[src/rtl/alu_host_driver_if.sv]
// -----------------------------------------------------------------------------
// alu_host_driver_if
//   Groups the request port, response port and ALU pin bus of alu_host_driver.
//
//   Request  : req_valid/req_ready handshake, req_a/req_b (4b), req_op (3b)
//   Response : rsp_valid/rsp_ready handshake, rsp_result (8b)
//   ALU pins : alu_ui (to ui_in), alu_uio (to uio_in), alu_ena (to ena),
//              alu_uo (from uo_out)
//
//   slave  : the driver block (accepts requests, drives the ALU pins)
//   master : the environment (issues requests, consumes responses, and
//            provides the ALU's uo_out)
// -----------------------------------------------------------------------------
interface alu_host_driver_if;
    logic       req_valid;
    logic       req_ready;
    logic [3:0] req_a;
    logic [3:0] req_b;
    logic [2:0] req_op;
    logic       rsp_valid;
    logic       rsp_ready;
    logic [7:0] rsp_result;
    logic [7:0] alu_ui;
    logic [7:0] alu_uio;
    logic       alu_ena;
    logic [7:0] alu_uo;

    modport slave (
        input  req_valid, req_a, req_b, req_op, rsp_ready, alu_uo,
        output req_ready, rsp_valid, rsp_result, alu_ui, alu_uio, alu_ena
    );

    modport master (
        output req_valid, req_a, req_b, req_op, rsp_ready, alu_uo,
        input  req_ready, rsp_valid, rsp_result, alu_ui, alu_uio, alu_ena
    );
endinterface

[src/rtl/alu_host_driver.sv]
// -----------------------------------------------------------------------------
// alu_host_driver
//   Host-side sequencer for the 8-bit ALU tile. A request (A, B, op) accepted
//   on the valid/ready request port is driven onto the ALU pins, held for
//   LATENCY+1 cycles with alu_ena high, then uo_out is captured and returned
//   on the valid/ready response port.
//
//   Parameters:
//     LATENCY   : cycles from the first drive cycle to the cycle whose closing
//                 edge samples alu_uo (0..15)
//   Ports:
//     clk       : rising-edge clock
//     rst       : synchronous active-high reset
//     bus       : request/response handshakes and ALU pin bus (slave side)
//     txn_count : completed response handshakes, 8-bit wrapping
// -----------------------------------------------------------------------------
module alu_host_driver #(
    parameter int unsigned LATENCY = 2
) (
    input  logic               clk,
    input  logic               rst,
    alu_host_driver_if.slave   bus,
    output logic [7:0]         txn_count
);

    localparam logic [3:0] LAT = 4'(LATENCY);

    typedef enum logic [1:0] {
        S_IDLE  = 2'd0,
        S_DRIVE = 2'd1,
        S_WAIT  = 2'd2,
        S_RESP  = 2'd3
    } state_t;

    state_t     state_q,  state_d;
    logic [3:0] a_q,      a_d;
    logic [3:0] b_q,      b_d;
    logic [2:0] op_q,     op_d;
    logic [3:0] cnt_q,    cnt_d;
    logic [7:0] result_q, result_d;
    logic [7:0] txn_q,    txn_d;

    always_ff @(posedge clk) begin
        if (rst) begin
            state_q  <= S_IDLE;
            a_q      <= 4'd0;
            b_q      <= 4'd0;
            op_q     <= 3'd0;
            cnt_q    <= 4'd0;
            result_q <= 8'd0;
            txn_q    <= 8'd0;
        end else begin
            state_q  <= state_d;
            a_q      <= a_d;
            b_q      <= b_d;
            op_q     <= op_d;
            cnt_q    <= cnt_d;
            result_q <= result_d;
            txn_q    <= txn_d;
        end
    end

    always_comb begin
        state_d  = state_q;
        a_d      = a_q;
        b_d      = b_q;
        op_d     = op_q;
        cnt_d    = cnt_q;
        result_d = result_q;
        txn_d    = txn_q;

        case (state_q)
            S_IDLE: begin
                if (bus.req_valid) begin
                    a_d     = bus.req_a;
                    b_d     = bus.req_b;
                    op_d    = bus.req_op;
                    state_d = S_DRIVE;
                end
            end
            S_DRIVE: begin
                cnt_d = LAT;
                if (LATENCY == 0) begin
                    // Zero-latency ALU: its output already reflects this
                    // cycle's operands.
                    result_d = bus.alu_uo;
                    state_d  = S_RESP;
                end else begin
                    state_d = S_WAIT;
                end
            end
            S_WAIT: begin
                cnt_d = cnt_q - 4'd1;
                // <= rather than == so a corrupted zero count cannot trap
                // the sequencer in WAIT for 16 cycles.
                if (cnt_q <= 4'd1) begin
                    result_d = bus.alu_uo;
                    state_d  = S_RESP;
                end
            end
            S_RESP: begin
                if (bus.rsp_ready) begin
                    txn_d   = txn_q + 8'd1;
                    state_d = S_IDLE;
                end
            end
            default: begin
                state_d = S_IDLE;
            end
        endcase
    end

    // Handshake outputs decode the state register only, so there is no
    // combinational path from req_valid or rsp_ready.
    assign bus.req_ready  = (state_q == S_IDLE);
    assign bus.rsp_valid  = (state_q == S_RESP);
    assign bus.rsp_result = result_q;

    // Operand bus keeps the last accepted operands; alu_ena qualifies them.
    assign bus.alu_ui  = {b_q, a_q};
    assign bus.alu_uio = {5'd0, op_q};
    assign bus.alu_ena = (state_q == S_DRIVE) || (state_q == S_WAIT);

    assign txn_count = txn_q;

endmodule

[src/flat_wrapper.sv]
// flat-port wrapper written by rule: the top's interface ports become plain ports
module alu_host_driver_flat 
#(
    parameter int unsigned LATENCY = 2
)
  (clk, rst, txn_count, bus_req_valid, bus_req_a, bus_req_b, bus_req_op, bus_rsp_ready, bus_alu_uo, bus_req_ready, bus_rsp_valid, bus_rsp_result, bus_alu_ui, bus_alu_uio, bus_alu_ena);
  alu_host_driver_if bus_i ();
  input  logic clk;
  input  logic rst;
  output logic [7:0] txn_count;
  input wire logic [$bits(bus_i.req_valid)-1:0] bus_req_valid;
  input wire logic [$bits(bus_i.req_a)-1:0] bus_req_a;
  input wire logic [$bits(bus_i.req_b)-1:0] bus_req_b;
  input wire logic [$bits(bus_i.req_op)-1:0] bus_req_op;
  input wire logic [$bits(bus_i.rsp_ready)-1:0] bus_rsp_ready;
  input wire logic [$bits(bus_i.alu_uo)-1:0] bus_alu_uo;
  output wire logic [$bits(bus_i.req_ready)-1:0] bus_req_ready;
  output wire logic [$bits(bus_i.rsp_valid)-1:0] bus_rsp_valid;
  output wire logic [$bits(bus_i.rsp_result)-1:0] bus_rsp_result;
  output wire logic [$bits(bus_i.alu_ui)-1:0] bus_alu_ui;
  output wire logic [$bits(bus_i.alu_uio)-1:0] bus_alu_uio;
  output wire logic [$bits(bus_i.alu_ena)-1:0] bus_alu_ena;
  assign bus_i.req_valid = bus_req_valid;
  assign bus_i.req_a = bus_req_a;
  assign bus_i.req_b = bus_req_b;
  assign bus_i.req_op = bus_req_op;
  assign bus_i.rsp_ready = bus_rsp_ready;
  assign bus_i.alu_uo = bus_alu_uo;
  assign bus_req_ready = bus_i.req_ready;
  assign bus_rsp_valid = bus_i.rsp_valid;
  assign bus_rsp_result = bus_i.rsp_result;
  assign bus_alu_ui = bus_i.alu_ui;
  assign bus_alu_uio = bus_i.alu_uio;
  assign bus_alu_ena = bus_i.alu_ena;
  alu_host_driver #(.LATENCY(LATENCY)) u_core (.clk(clk), .rst(rst), .bus(bus_i), .txn_count(txn_count));
endmodule
[config.mk]
export PLATFORM = sky130hd
export DESIGN_NAME = alu_host_driver_flat
export DESIGN_NICKNAME = d
export VERILOG_FILES = /design/src/rtl/alu_host_driver_if.sv /design/src/rtl/alu_host_driver.sv /design/src/flat_wrapper.sv
export SDC_FILE = /design/constraint.sdc
export NUM_CORES = 1
export LEC_CHECK = 0
export ABC_AREA = 1
export BUFFER_PORTS_ARGS = -buffer_cell sky130_fd_sc_hd__buf_2
export CAP_MARGIN = 10
export CORE_ASPECT_RATIO = 0.5
export CORE_MARGIN = 2
export CORE_UTILIZATION = 51
export DETAILED_ROUTE_END_ITERATION = 7
export GPL_ROUTABILITY_DRIVEN = 1
export PLACE_DENSITY = 0.79
export SLEW_MARGIN = 20
export SYNTH_ARGS = -nofsm -noshare
export SYNTH_HDL_FRONTEND = slang
export SYNTH_SLANG_ARGS = --single-unit
export TNS_END_PERCENT = 1
[constraint.sdc]
create_clock -name clk -period 2.2 [get_ports clk]
set_input_delay 0.11 -clock clk [delete_from_list [all_inputs] [get_ports clk]]
set_output_delay 0.11 -clock clk [all_outputs]
set_load 0.005 [all_outputs]
==> run summary <==
outcome - completed
HPWL Detailed - 2270 um
Synth Area in XOR/XNOR - 0%
Clock power frac - 21.4%
Worst slew margin - 61.8%
CTS H-Tree Depth - 2
core area - 2700 um2
worst clock skew - 0.00126 ns
Max Cap Viol - 0
CTS tree - done
combinational family with the most area after synthesis - simple AND/OR/NAND/NOR gates
Yosys warning total - 0
# fillers - 251
total congestion overflow - 0
Post-Synthesis Cells - 205
register area share after synthesis - 43.9%
clock transition at the registers of the reported paths - 0.06 ns
CTS buffer count - 5
root buf cell - clkbuf_8
worst-path fanout max - 12
RePlAce Congestion - 0.781
Post-Synth Simple-Gate Area - 28.9%
first-pass GRT wire length - 5000 um
post-layout util - 68.0%
Critical Path Start Type - register
Sequential Power Share - 42.7%
num rows - 13
Initial Utilization - 55.7%
Gates resized, CTS repair - 0
TritonRoute pass-1 iters - 4
number of vias per cell - 4.78
Tot GR Track Use - 18.7%
initial antenna violation count - 0
worst skew pair latency - 0.27 ns
boundary pin count - 58
leak pwr - 0.948 nW
Layout Cells excl Fill - 294
Synth Area in Compound Gates - 10.3%
nets@finish - 288
Final Setup Violations - 0
largest net degree at the start of global routing - 23
placed cell count - 288
worst-case clock buffer depth - 2
minimum clock period - 1.47 ns
Hold/Removal Path Class - primary input to register
WS Path Type - register to register
Final Max Slew Viols - 0
DR DRC count - 0
CP endpoint kind - register
Net Sw Frac - 35.4%
multi-input gate area in the final layout - 697 um2
RSZ-0062 raised after global routing - no
Worst Path Arrival - 1.63 ns
vias - 1406
routed length per placed instance - 10.1 um
Syn Std Cell Area - 1510 um2
CTS Hold Buffers Added - 0
Switching Power - 0.661 mW
mux contribution to synthesized area - 0%
PwrDens - 1020 nW/um2
synth unique cells - 23
die width - 80.8 um
sum of negative setup slack - 0 ns
Sequential Area - 661 um2
IO buf count - 52
VDD IR max - 0.608 mV
Critical Path RT - 2.36 ns
slew at the pin closest to its max-slew limit - 0.573 ns
Power Internal - 1.21 mW
die area - 3430 um2
final hold vios - 0
Mean Syn Cell Area - 7.34 um2
Detailed Route Iter0 Violations - 65
area grow syn2layout - 22.0%
fmax - 681 MHz
Die Y - 42.4 um
diode count - 0
number of synthesized register bits - 33
DRT antenna net count - 0
post-CTS setup buffer count - 0
Synth Area in Adders - 5.82%
combinational power share - 35.9%
period utilization - 66.7%
DRT Wirelength - 2970 um
share of cells above drive strength 1 - 25.7%
vias in the first global route - 1243
clk sinks - 33
## layout make-up
cell class,instances,area share [%]
clock buffers,5,3.75
multi-input cells,141,37.9
well taps,37,2.52
repair buffers,52,14.2
clock inverters,1,0.272
flip-flops and latches,33,36.0
inverters,25,5.38
## kinds of logic after synthesis
group | count (synthesis)
adder cells (fa/ha/maj) | 7
AO/OA/AOI/OAI | 31
other | 1
buffers and inverters | 35
AND/OR/NAND/NOR | 98
flip-flops | 33
## synth_stat cells
master | number | area (um2)
o21ai_1 | 1 | 5.00
and3_1 | 2 | 12.5
nand2_1 | 41 | 154
o21ai_0 | 14 | 70.1
ha_1 | 7 | 87.6
nand4_1 | 3 | 18.8
buf_4 | 6 | 45.0
nand3_1 | 4 | 20.0
buf_2 | 3 | 15.0
conb_1 | 1 | 3.75
a21oi_1 | 16 | 80.1
nor2_2 | 2 | 12.5
clkbuf_1 | 1 | 3.75
nor2_1 | 39 | 146
nor3_4 | 1 | 16.3
clkinv_4 | 1 | 8.76
inv_1 | 24 | 90.1
nand3_2 | 1 | 10.0
nor3_1 | 2 | 10.0
dfxtp_1 | 33 | 661
nand3_4 | 1 | 17.5
nor2_4 | 1 | 11.3
nand2_2 | 1 | 6.26
## metrics by stage
stage	cell area, um2	power, mW	hold WS [ns]	worst slack (ns)
after global placement	1760	1.45	0.358	0.760
after CTS	1840	1.89	0.0736	0.718
after detailed placement	1760	1.48	0.364	0.726
after global routing	1840	2.04	0.0611	0.504
final	1840	1.87	0.0795	0.732
after floorplan	1520	1.27	0.253	0.905
## sequential cells by signal (all words and copies together) (netlist names)
register               count
u_core.bus.rsp_result      8
u_core.txn_count           8
u_core.a_q                 4
u_core.b_q                 4
u_core.cnt_q               4
u_core.op_q                3
u_core.state_q             2
## power groups by stage
stage               logic (mW)  clock network (mW)  registers [mW]
global route             0.772               0.452           0.818
detailed placement       0.671                   0           0.810
finish                   0.670               0.400           0.797
CTS                      0.675               0.415           0.798
global placement         0.649                   0           0.806
floorplan                0.457                   0           0.813
## layout by cell type (no fill, tap or decap), drive strengths merged
master and n:
ha 7, buf 52, clkbuf 5, inv 24
a21oi 16, nand2 42, nor3 3, o21ai 15
nor2 42, nand3 6, conb 5, nand4 3
and3 2, dfxtp 33, clkinv 2
## worst max-delay path, cell delays in order, from the launching register on
cell and delay, ns:
dfxtp_1 0.38, inv_1 0.08, ha_1 0.21, nand2_1 0.25, inv_1 0.24, nor2_1 0.14, nor2_1 0.06
## metal layers
metal	share of wire [%]	GRT usage [%]	up-vias	routed length [um]
met3	6.3	6.68	2	187
met5	0	0	-	0
li1	-	-	739	-
met4	0.27	6.10	0	8
met1	46	22.5	621	1360
met2	48	31.1	44	1420
## worst paths after layout
| path | slack, ns | depth (start not counted) | from | end |
|---|---|---|---|---|
| max | 0.73 | 6 | u_core.state_q[1]$_SDFFE_PP0P_ | u_core.a_q[0]$_SDFFE_PP0P_ |
| min | 0.08 | 3 | bus_alu_uo[6] | u_core.bus.rsp_result[6]$_SDFFE_PP0P_ |
| max reg2reg | 0.73 | 6 | u_core.state_q[1]$_SDFFE_PP0P_ | u_core.a_q[0]$_SDFFE_PP0P_ |
| min reg2reg | 0.46 | 2 | u_core.bus.rsp_result[7]$_SDFFE_PP0P_ | u_core.bus.rsp_result[7]$_SDFFE_PP0P_ |
No activity file was read; power rests on OpenSTA's default activity.
